--- config.mk ---
export PLATFORM = sky130hd
export DESIGN_NAME = camera_stream_emulator
export DESIGN_NICKNAME = d
export VERILOG_FILES = /design/src/rtl/cam_pkg.sv /design/src/rtl/cam_timing_gen.sv /design/src/rtl/camera_stream_emulator.sv
export SDC_FILE = /design/constraint.sdc
export NUM_CORES = 1
export LEC_CHECK = 0
export ABC_AREA = 1
export BUFFER_PORTS_ARGS = -buffer_cell sky130_fd_sc_hd__buf_2
export CORE_ASPECT_RATIO = 0.8
export CORE_UTILIZATION = 60
export DETAILED_ROUTE_END_ITERATION = 8
export PLACE_DENSITY = 0.84
export SYNTH_ARGS = -nofsm -noshare
export SYNTH_HDL_FRONTEND = slang
export SYNTH_SLANG_ARGS = --single-unit
export TNS_END_PERCENT = 100
--- constraint.sdc ---
create_clock -name clk -period 3.9 [get_ports clk]
set_clock_uncertainty 0.15 [all_clocks]
set_input_delay 0.39 -clock clk [delete_from_list [all_inputs] [get_ports clk]]
set_output_delay 0.39 -clock clk [all_outputs]
set_load 0.02 [all_outputs]
--- src/rtl/cam_pkg.sv ---
// Shared types and defaults for the synthetic camera stream source.
// Frame geometry defaults, RGB444 pixel struct and timing FSM states.
package cam_pkg;

   localparam int H_ACTIVE_D  = 320;
   localparam int V_ACTIVE_D  = 240;
   localparam int H_BLANK_D   = 16;
   localparam int VSYNC_CYC_D = 8;
   localparam int VBP_CYC_D   = 16;

   typedef struct packed {
      logic [3:0] r;
      logic [3:0] g;
      logic [3:0] b;
   } rgb444_t;

   localparam rgb444_t ORANGE_RGB = 12'hF80;
   localparam rgb444_t BG_RGB     = 12'h222;

   typedef enum logic [2:0] {
      ST_IDLE,
      ST_VSYNC,
      ST_VBP,
      ST_ACTIVE,
      ST_HBLANK,
      ST_DONE
   } cam_state_e;

   function automatic int max3(int a, int b, int c);
      int m;
      m = (a > b) ? a : b;
      return (m > c) ? m : c;
   endfunction

endpackage

--- src/rtl/cam_timing_gen.sv ---
// Frame timing FSM with column/row counters for the camera emulator.
// Outputs are decoded from the current state; the top registers them.
module cam_timing_gen
   import cam_pkg::*;
#(
   parameter int H_ACTIVE  = H_ACTIVE_D,
   parameter int V_ACTIVE  = V_ACTIVE_D,
   parameter int H_BLANK   = H_BLANK_D,
   parameter int VSYNC_CYC = VSYNC_CYC_D,
   parameter int VBP_CYC   = VBP_CYC_D
) (
   input  logic                        clk,
   input  logic                        rst_n,
   input  logic                        enable,
   output logic                        vsync,
   output logic                        href,
   output logic                        done,
   output logic                        start,
   output logic [$clog2(H_ACTIVE)-1:0] col,
   output logic [$clog2(V_ACTIVE)-1:0] row
);

   localparam int XW = $clog2(H_ACTIVE);
   localparam int YW = $clog2(V_ACTIVE);
   localparam int CW = $clog2(max3(VSYNC_CYC, VBP_CYC, H_BLANK) + 1);

   cam_state_e    state;
   cam_state_e    next;
   logic [CW-1:0] cnt;
   logic [XW-1:0] col_cnt;
   logic [YW-1:0] row_cnt;
   logic          cnt_run;

   always_ff @(posedge clk or negedge rst_n) begin
      if (!rst_n) state <= ST_IDLE;
      else        state <= next;
   end

   always_comb begin
      next = state;
      unique case (state)
         ST_IDLE:   if (enable) next = ST_VSYNC;
         ST_VSYNC:  if (cnt == CW'(VSYNC_CYC - 1)) next = ST_VBP;
         ST_VBP:    if (cnt == CW'(VBP_CYC - 1)) next = ST_ACTIVE;
         ST_ACTIVE: if (col_cnt == XW'(H_ACTIVE - 1)) next = ST_HBLANK;
         ST_HBLANK:
            if (cnt == CW'(H_BLANK - 1))
               next = (row_cnt == YW'(V_ACTIVE - 1)) ? ST_DONE : ST_ACTIVE;
         ST_DONE:   next = enable ? ST_VSYNC : ST_IDLE;
         default:   next = ST_IDLE;
      endcase
   end

   // the shared cycle counter only runs inside the fixed-length states
   assign cnt_run = (state == ST_VSYNC) || (state == ST_VBP) ||
                    (state == ST_HBLANK);

   always_ff @(posedge clk or negedge rst_n) begin
      if (!rst_n) begin
         cnt     <= '0;
         col_cnt <= '0;
         row_cnt <= '0;
      end else begin
         cnt <= (cnt_run && next == state) ? cnt + CW'(1) : '0;
         if (state == ST_ACTIVE && next == ST_ACTIVE)
            col_cnt <= col_cnt + XW'(1);
         else
            col_cnt <= '0;
         if (state == ST_HBLANK && next == ST_ACTIVE)
            row_cnt <= row_cnt + YW'(1);
         else if (state == ST_HBLANK && next == ST_DONE)
            row_cnt <= '0;
      end
   end

   assign vsync = (state == ST_VSYNC);
   assign href  = (state == ST_ACTIVE);
   assign done  = (state == ST_DONE);
   assign start = (next == ST_VSYNC) && (state != ST_VSYNC);
   assign col   = col_cnt;
   assign row   = row_cnt;

endmodule

--- src/rtl/camera_stream_emulator.sv ---
// Synthetic OV-style camera source painting an orange box on a grey field.
// Box bounds are captured at frame start; all outputs are registered.
module camera_stream_emulator
   import cam_pkg::*;
#(
   parameter int H_ACTIVE  = H_ACTIVE_D,
   parameter int V_ACTIVE  = V_ACTIVE_D,
   parameter int H_BLANK   = H_BLANK_D,
   parameter int VSYNC_CYC = VSYNC_CYC_D,
   parameter int VBP_CYC   = VBP_CYC_D
) (
   input  logic       clk,
   input  logic       rst_n,
   input  logic       enable,
   input  logic [8:0] box_x0,
   input  logic [8:0] box_x1,
   input  logic [7:0] box_y0,
   input  logic [7:0] box_y1,
   output logic       VSYNC,
   output logic       HREF,
   output logic [3:0] red,
   output logic [3:0] green,
   output logic [3:0] blue,
   output logic       is_orange,
   output logic [8:0] col,
   output logic [7:0] row,
   output logic       frame_done
);

   logic                        t_vsync;
   logic                        t_href;
   logic                        t_done;
   logic                        t_start;
   logic [$clog2(H_ACTIVE)-1:0] t_col;
   logic [$clog2(V_ACTIVE)-1:0] t_row;
   logic [8:0]                  bx0, bx1;
   logic [7:0]                  by0, by1;
   logic [8:0]                  col_x;
   logic [7:0]                  row_y;
   logic                        in_box;
   rgb444_t                     pix;

   cam_timing_gen #(
      .H_ACTIVE  (H_ACTIVE),
      .V_ACTIVE  (V_ACTIVE),
      .H_BLANK   (H_BLANK),
      .VSYNC_CYC (VSYNC_CYC),
      .VBP_CYC   (VBP_CYC)
   ) u_timing (
      .clk    (clk),
      .rst_n  (rst_n),
      .enable (enable),
      .vsync  (t_vsync),
      .href   (t_href),
      .done   (t_done),
      .start  (t_start),
      .col    (t_col),
      .row    (t_row)
   );

   always_ff @(posedge clk or negedge rst_n) begin
      if (!rst_n) begin
         bx0 <= '0;
         bx1 <= '0;
         by0 <= '0;
         by1 <= '0;
      end else if (t_start) begin
         bx0 <= box_x0;
         bx1 <= box_x1;
         by0 <= box_y0;
         by1 <= box_y1;
      end
   end

   assign col_x  = 9'(t_col);
   assign row_y  = 8'(t_row);
   // inverted bounds fall out as an empty box with no special case
   assign in_box = t_href && (col_x >= bx0) && (col_x <= bx1) &&
                   (row_y >= by0) && (row_y <= by1);
   assign pix    = in_box ? ORANGE_RGB : BG_RGB;

   always_ff @(posedge clk or negedge rst_n) begin
      if (!rst_n) begin
         VSYNC      <= 1'b0;
         HREF       <= 1'b0;
         frame_done <= 1'b0;
         is_orange  <= 1'b0;
         col        <= '0;
         row        <= '0;
         red        <= '0;
         green      <= '0;
         blue       <= '0;
      end else begin
         VSYNC      <= t_vsync;
         HREF       <= t_href;
         frame_done <= t_done;
         is_orange  <= in_box;
         col        <= t_href ? col_x : '0;
         row        <= row_y;
         red        <= t_href ? pix.r : '0;
         green      <= t_href ? pix.g : '0;
         blue       <= t_href ? pix.b : '0;
      end
   end

endmodule

# [After elaboration in Yosys (flattened, before gate mapping)]
# Cells that the tools add are included.
[op_classes] n_mul=0 order_cmp=4 n_div=0 bitwise=0 eq_ne=14 muxes=17 add_sub_neg=3 reduce_logical=13 shifts=0
[ops] op="$mux 3" n=6
[ops] op="$mux 9" n=2
[ops] op="$pmux 3 s6" n=1
[ops] op="$mux 8" n=2
[ops] op="$mux 12" n=1
[ops] op="$mux 4" n=3
[ops] op="$add 9x1->9 const B" n=1
[ops] op="$eq 3x2->1 const B" n=3
[ops] op="$eq 3x3->1 const B" n=3
[ops] op="$eq 9x9->1 const B" n=1
[ops] op="$ge 9x9->1" n=1
[ops] op="$le 9x9->1" n=1
[ops] op="$logic_and 1x1->1" n=9
[ops] op="$add 8x1->8 const B" n=1
[ops] op="$eq 8x8->1 const B" n=1
[ops] op="$ge 8x8->1" n=1
[ops] op="$le 8x8->1" n=1
[ops] op="$eq 3x1->1 const B" n=2
[ops] op="$add 5x1->5 const B" n=1
[ops] op="$eq 5x3->1 const B" n=1
[ops] op="$eq 5x4->1 const B" n=1
[ops] op="$mux 5" n=1
[ops] op="$eq 3x3->1" n=1
[ops] op="$logic_not 3->1" n=1
[ops] op="other kinds (4)" n=5
[word_totals] elab_cells=68 out_inout_bits=33 n_memories=0 ff_bits=92 inputBits=37 ram_bits=0 latch_bits=0 mem_bits_ro=0

# [Logic depth before layout (Yosys ltp)]
[depth] depth_word=8 depth_mapped=13 mapped_depth_nobuf=13

# [Modules after synthesis]
# From an unflattened synthesis, not the netlist that was laid out.
[unflattened] hier_cells=474 area_unflattened_um2=4244.1
[by_module_without_submodules] mod="camera_stream_emulator" area_each_um2=2899.0 instances=1 cells_per_inst=317 seq_area_each_um2=1426.4
[by_module_without_submodules] mod="cam_timing_gen" area_each_um2=1345.0 instances=1 cells_per_inst=157 seq_area_each_um2=625.6

# [Worst setup path before layout]
# No wires, ideal clock.
[synth_path] kind="register -> register" start="register u_timing.cnt[0]" end="register u_timing.row_cnt[3], in the netlist u_timing.row[3]" required_ps=3667 arrival_ps=1570 n_path_buf=0 period_less_slack_ps=1803 setup_time_ps=83 setup_slack_ps=2097 path_stages_with_launch=8 cell_sequence="dfrtp_1 -> ha_1 -> nand2_1 -> nor2_1 -> ha_1 -> o21ai_0 -> inv_1 -> o22ai_1"
[synth_between] elab_chain_len=6 word_cells_on_any_way=12 classes_between="eq/ne: 4; mux: 5; reduce/logical: 3"
[synth_rtl] element="from (decl)" line="cam_timing_gen.sv:29" rtl="logic [CW-1:0] cnt;"
[synth_rtl] element="from (signal assigned)" line="cam_timing_gen.sv:64" rtl="cnt <= (cnt_run && next == state) ? cnt + CW'(1) : '0;"
[synth_rtl] element="$eq 5x4->1 or $eq 5x3->1 (tied branches)" line="cam_timing_gen.sv:44, cam_timing_gen.sv:47, cam_timing_gen.sv:43"
[synth_rtl] element="$mux 3, on equally long branches" line="cam_timing_gen.sv:47, cam_timing_gen.sv:43, cam_timing_gen.sv:44"
[synth_rtl] element="$pmux 3 s6 (*)" line="cam_timing_gen.sv:41" rtl="unique case (state)"
[synth_rtl] element="$eq 3x2->1 or $eq 3x3->1 (tied branches)" line="cam_timing_gen.sv:69, cam_timing_gen.sv:71"
[synth_rtl] element="$logic_and 1x1->1, on equally long branches" line="cam_timing_gen.sv:69, cam_timing_gen.sv:71"
[synth_rtl] element="$mux 8 or $reduce_bool 2->1 (tied branches)"
[synth_rtl] element="to (signal assigned)" line="cam_timing_gen.sv:70" rtl="row_cnt <= row_cnt + YW'(1);"
[synth_rtl] element="to (decl)" line="cam_timing_gen.sv:31" rtl="logic [YW-1:0] row_cnt;"
# Every way passes the cells marked *; elsewhere a longest branch is shown, timed or not.
# A chain may end at the register's enable or synchronous reset.

# [Worst setup path after layout]
[layout_path] start="register u_timing.state[2]" end="register bx0[0]"
[layout_between] elab_chain_len=4 word_cells_on_any_way=15 classes_between="eq/ne: 7; mux: 6; reduce/logical: 2"
[layout_rtl] element="from (decl)" line="cam_timing_gen.sv:27" rtl="cam_state_e state;"
[layout_rtl] element="from (signal assigned)" line="cam_timing_gen.sv:36" rtl="else state <= next;"
[layout_rtl] element="$eq 3x3->1 (tied with other cells)" line="cam_timing_gen.sv:41"
[layout_rtl] element="$pmux 3 s6" line="cam_timing_gen.sv:41"
[layout_rtl] element="$eq 3x1->1" line="cam_timing_gen.sv:79" rtl="assign start = (next == ST_VSYNC) && (state != ST_VSYNC);"
[layout_rtl] element="$logic_and 1x1->1 (*)" line="cam_timing_gen.sv:79"
[layout_rtl] element="to (signal assigned)" line="camera_stream_emulator.sv:68" rtl="bx0 <= box_x0;"
[layout_rtl] element="to (decl)" line="camera_stream_emulator.sv:36" rtl="logic [8:0] bx0, bx1;"
# Marks and branches as above.

==> impl_metrics.prom <==
# TYPE chip_impl_metric gauge
chip_impl_metric{name="detailroute.via_count",unit=""} 3137
chip_impl_metric{name="static_leak",unit="nW"} 2.64
chip_impl_metric{name="antenna_violating_nets_post_route",unit=""} 0
chip_impl_info{name="setup_crit_end_kind",value="register"} 1
chip_impl_metric{name="clock_power_share",unit="%"} 38.0
chip_impl_metric{name="grt_use_total",unit="%"} 25.2
chip_impl_metric{name="port_buffers",unit=""} 64
chip_impl_metric{name="floorplan.io_pins",unit=""} 70
chip_impl_metric{name="final_period_minus_worst_setup_slack",unit="ps"} 2290
chip_impl_metric{name="worst_r2r_path_depth",unit=""} 6
chip_impl_metric{name="net-switching-power",unit="W"} 0.000323
chip_impl_metric{name="vias_in_the_first_global_route",unit=""} 3155
chip_impl_metric{name="final.hold.worst_slack",unit="ps"} 64.6
chip_impl_metric{name="first_iter_violations",unit=""} 187
chip_impl_metric{name="synth.avg_cell_area",unit="sq um"} 9.04
chip_impl_metric{name="power.share.sequential",unit="%"} 59.4
chip_impl_info{name="critical_path_class",value="register to register"} 1
chip_impl_metric{name="final_layout_size_suffix_gt1_share",unit="%"} 18.3
chip_impl_metric{name="vdd_ir_drop_max",unit="uV"} 226
chip_impl_metric{name="power.share.combinational",unit="%"} 2.6
chip_impl_metric{name="postCtsSetupRepairBufs",unit=""} 0
chip_impl_metric{name="die-width",unit="um"} 94.5
chip_impl_metric{name="yosys_warnings",unit=""} 0
chip_impl_info{name="hold_path_class",value="input pin to asynchronous set/reset pin"} 1
chip_impl_info{name="cts_tree",value="done"} 1
chip_impl_metric{name="fin_tns_setup",unit="ps"} 0
chip_impl_metric{name="worst_ep_required_time",unit="ps"} 3980
chip_impl_info{name="rsz_0062_raised_after_global_routing",value="false"} 1
chip_impl_metric{name="cts_hold_buffers",unit=""} 0
chip_impl_metric{name="register_bit_total_from_synthesis",unit=""} 82
chip_impl_metric{name="p_per_area",unit="mW/mm^2"} 311
chip_impl_metric{name="worstSkewPairLatency",unit="ps"} 340
chip_impl_metric{name="worstPathMaxFanout",unit=""} 43
chip_impl_metric{name="die_height",unit="um"} 76.0
chip_impl_metric{name="post_drt_via_cell_ratio",unit=""} 5.19
chip_impl_metric{name="cts.reportedPaths.clkPinSlew",unit="ps"} 80
chip_impl_info{name="critical_path.reg2reg.endpoint",value="bx0[0]$_DFFE_PN0P_"} 1
chip_impl_metric{name="slew_violations",unit=""} 0
chip_impl_metric{name="post_cts.resized_instances",unit=""} 0
chip_impl_metric{name="reg2reg_setup_slack",unit="ps"} 1610
chip_impl_metric{name="place_area",unit="sq mm"} 0.00442
chip_impl_info{name="synth.largest_area_cell",value="dfrtp_1"} 1
chip_impl_metric{name="post_synth_num_cell_types",unit=""} 31
chip_impl_metric{name="cts_buffers",unit=""} 9
chip_impl_metric{name="fin_crit_sh",unit="%"} 58.6
chip_impl_metric{name="syn_inst",unit=""} 454
chip_impl_metric{name="drtPass1Iterations",unit=""} 4
chip_impl_metric{name="htree_levels",unit=""} 3
chip_impl_metric{name="wl_per_cell",unit="um"} 13.5
chip_impl_metric{name="routed_wl",unit="um"} 8160
chip_impl_info{name="synth.area.top_cells",value="dfrtp_1 (50%), ha_1 (12%), nor2_1 (6.4%), inv_1 (6.3%), nand2_1 (5.7%)"} 1
chip_impl_metric{name="grt_pass1_wl",unit="um"} 13900
chip_impl_metric{name="maxClockFrequency",unit="MHz"} 437
chip_impl_metric{name="dp_hpwl",unit="um"} 5920
chip_impl_metric{name="timing.final.ws_setup",unit="ps"} 1610
chip_impl_metric{name="critPathArrivalTime",unit="ps"} 2370
chip_impl_metric{name="core_area",unit="sq mm"} 0.00651
chip_impl_metric{name="dieArea",unit="sq mm"} 0.00717
chip_impl_metric{name="tritoncts_num_sinks",unit=""} 82
chip_impl_metric{name="power_report.internal_total",unit="W"} 0.00111
chip_impl_info{name="timing.critical_path.from_type",value="register"} 1
chip_impl_metric{name="post-route-drc-count",unit=""} 0
chip_impl_metric{name="initial_utilization",unit="%"} 63.1
chip_impl_metric{name="layout.cell_area.non_filler",unit="sq mm"} 0.00460
chip_impl_metric{name="hold_viol",unit=""} 0
chip_impl_metric{name="design.final.nets",unit=""} 590
chip_impl_metric{name="timing_worst_slew_pin_value",unit="ps"} 989
chip_impl_metric{name="place_congestion",unit=""} 0.822
chip_impl_metric{name="relSlewSlack",unit="%"} 34.1
chip_impl_metric{name="setup_viol",unit=""} 0
chip_impl_metric{name="grt_antenna_before_repair",unit=""} 0
chip_impl_metric{name="grt_max_degree",unit=""} 83
chip_impl_metric{name="overflow",unit=""} 0
chip_impl_metric{name="place_ws",unit="ps"} 1660
chip_impl_metric{name="timing.max_cap.violations",unit=""} 0
chip_impl_metric{name="synth.yosys.seq_area_share",unit="%"} 50.0
chip_impl_metric{name="number_of_buffers_on_the_longest_clock_path",unit=""} 2
chip_impl_metric{name="synth_area",unit="sq mm"} 0.00410
chip_impl_info{name="ctsRootBufferMaster",value="clkbuf_8"} 1
chip_impl_metric{name="insertedDiodeCount",unit=""} 0
chip_impl_metric{name="floorplan.rows",unit=""} 26
chip_impl_info{name="run_status",value="finished clean"} 1
chip_impl_metric{name="fraction_of_synthesized_cell_area_taken_by_the_top_area_cell_type",unit="%"} 50.0
chip_impl_metric{name="syn2layout_area_growth",unit="%"} 12.0
chip_impl_info{name="rr_startpoint",value="u_timing.state[2]$_DFF_PN0_"} 1
chip_impl_metric{name="power.share.switching",unit="%"} 22.6
==> power groups by stage <==
| stage | Clock (W) | Sequential (W) | Combinational, W |
|---|---|---|---|
| 6_report | 0.000544 | 0.000849 | 0.0000375 |
| 2_1_floorplan | 0 | 0.000867 | 0.00000822 |
| 3_5_place_dp | 0 | 0.000866 | 0.0000389 |
| 4_1_cts | 0.000547 | 0.000849 | 0.0000388 |
| 3_3_place_gp | 0 | 0.000866 | 0.0000388 |
| 5_1_grt | 0.000576 | 0.000849 | 0.0000434 |
==> cells in the final DEF, fill, tap and decap left out, types with 2 or more instances in the layout <==
cell / n
buf_2: 63
a22o_1: 2
ha_1: 38
nand3_2: 2
clkinvlp_4: 2
nand2_1: 61
nor2_1: 70
clkbuf_8: 10
o21ai_0: 7
a21o_1: 3
dfrtp_1: 82
a21oi_1: 44
o22ai_1: 3
clkinv_2: 3
nor3_1: 7
buf_4: 2
inv_2: 2
o21a_1: 2
nand2_2: 4
nand4_1: 8
inv_1: 69
mux2_2: 4
xor2_1: 6
nand3_1: 11
conb_1: 5
xnor2_1: 2
==> logic make-up (layout without fill, tap and decap cells) <==
family                   Yosys count  in the layout  share of synthesized area [%]
AO/OA/AOI/OAI                     64             64                           8.60
XOR/XNOR                           8              8                           1.71
adder cells (fa/ha/maj)           38             38                           11.6
buffers and inverters             90            152                           9.70
flip-flops                        82             82                           50.0
multiplexers                       4              4                           1.10
other                              1              5                         0.0914
AND/OR/NAND/NOR                  167            167                           17.2
==> cell type report <==
class                   instances  area, sq um
clock buffers                  11          141
fillers                       493         1910
inverters                      71          267
repair buffers                 65          330
well taps                      84          105
flip-flops and latches         82         2050
clock inverters                 5         30.0
multi-input cells             286         1670
==> cell usage after synthesis, drive strengths merged <==
master  count
a21o        3
a21oi      44
a22o        2
buf        18
clkbuf      1
conb        1
dfrtp      82
ha         38
inv        71
mux2        4
nand2      65
nand3      13
nand3b      1
nand4       8
nor2       71
nor3        8
nor3b       1
o211ai      1
o21a        2
o21ai       8
o22ai       3
o31ai       1
xnor2       2
xor2        6
==> stage by stage <==
step | power [W] | util [%] | instances
after detailed placement | 0.000905 | 68.0 | 588
after floorplan | 0.000875 | - | 458
after CTS | 0.00143 | 70.6 | 604
after global routing | 0.00147 | 70.6 | 604
final | 0.00143 | 70.6 | 604
after global placement | 0.000905 | 68.0 | 588
==> metal layers <==
layer	GRT usage (%)	wire length, um
met1	33.1	3650
met2	41.0	3880
met3	5.52	479
met4	8.64	153
met5	0	0
==> flip-flops by register name, indices dropped and copies added (netlist names) <==
register,flops
u_timing.col,9
bx1,9
green,1
bx0,9
is_orange,1
by1,8
u_timing.row,8
u_timing.cnt,5
col,9
VSYNC,1
u_timing.state,3
frame_done,1
by0,8
red,2
row,8
==> critical path, cell delays in order (launching register included) <==
cell and delay, ps:
dfrtp_1 440, inv_1 110, nand3_1 100, nand2_1 70, nand2_2 560, buf_4 370
mux2_2 360
==> worst max-delay path by stage <==
stage	start	to	slack, ps	cells past startpoint
after global routing	u_timing.state[1]$_DFF_PN0_	bx0[0]$_DFFE_PN0P_	1450	6
after global placement	u_timing.state[0]$_DFF_PN0_	bx0[0]$_DFFE_PN0P_	1740	6
final	u_timing.state[2]$_DFF_PN0_	bx0[0]$_DFFE_PN0P_	1610	6
after floorplan	u_timing.cnt[0]$_DFF_PN0_	u_timing.row[3]$_DFFE_PN0P_	2100	7
after detailed placement	u_timing.state[0]$_DFF_PN0_	bx0[0]$_DFFE_PN0P_	1660	6
after CTS	u_timing.state[2]$_DFF_PN0_	bx0[0]$_DFFE_PN0P_	1640	6
No activity file was read; power rests on OpenSTA's default activity.
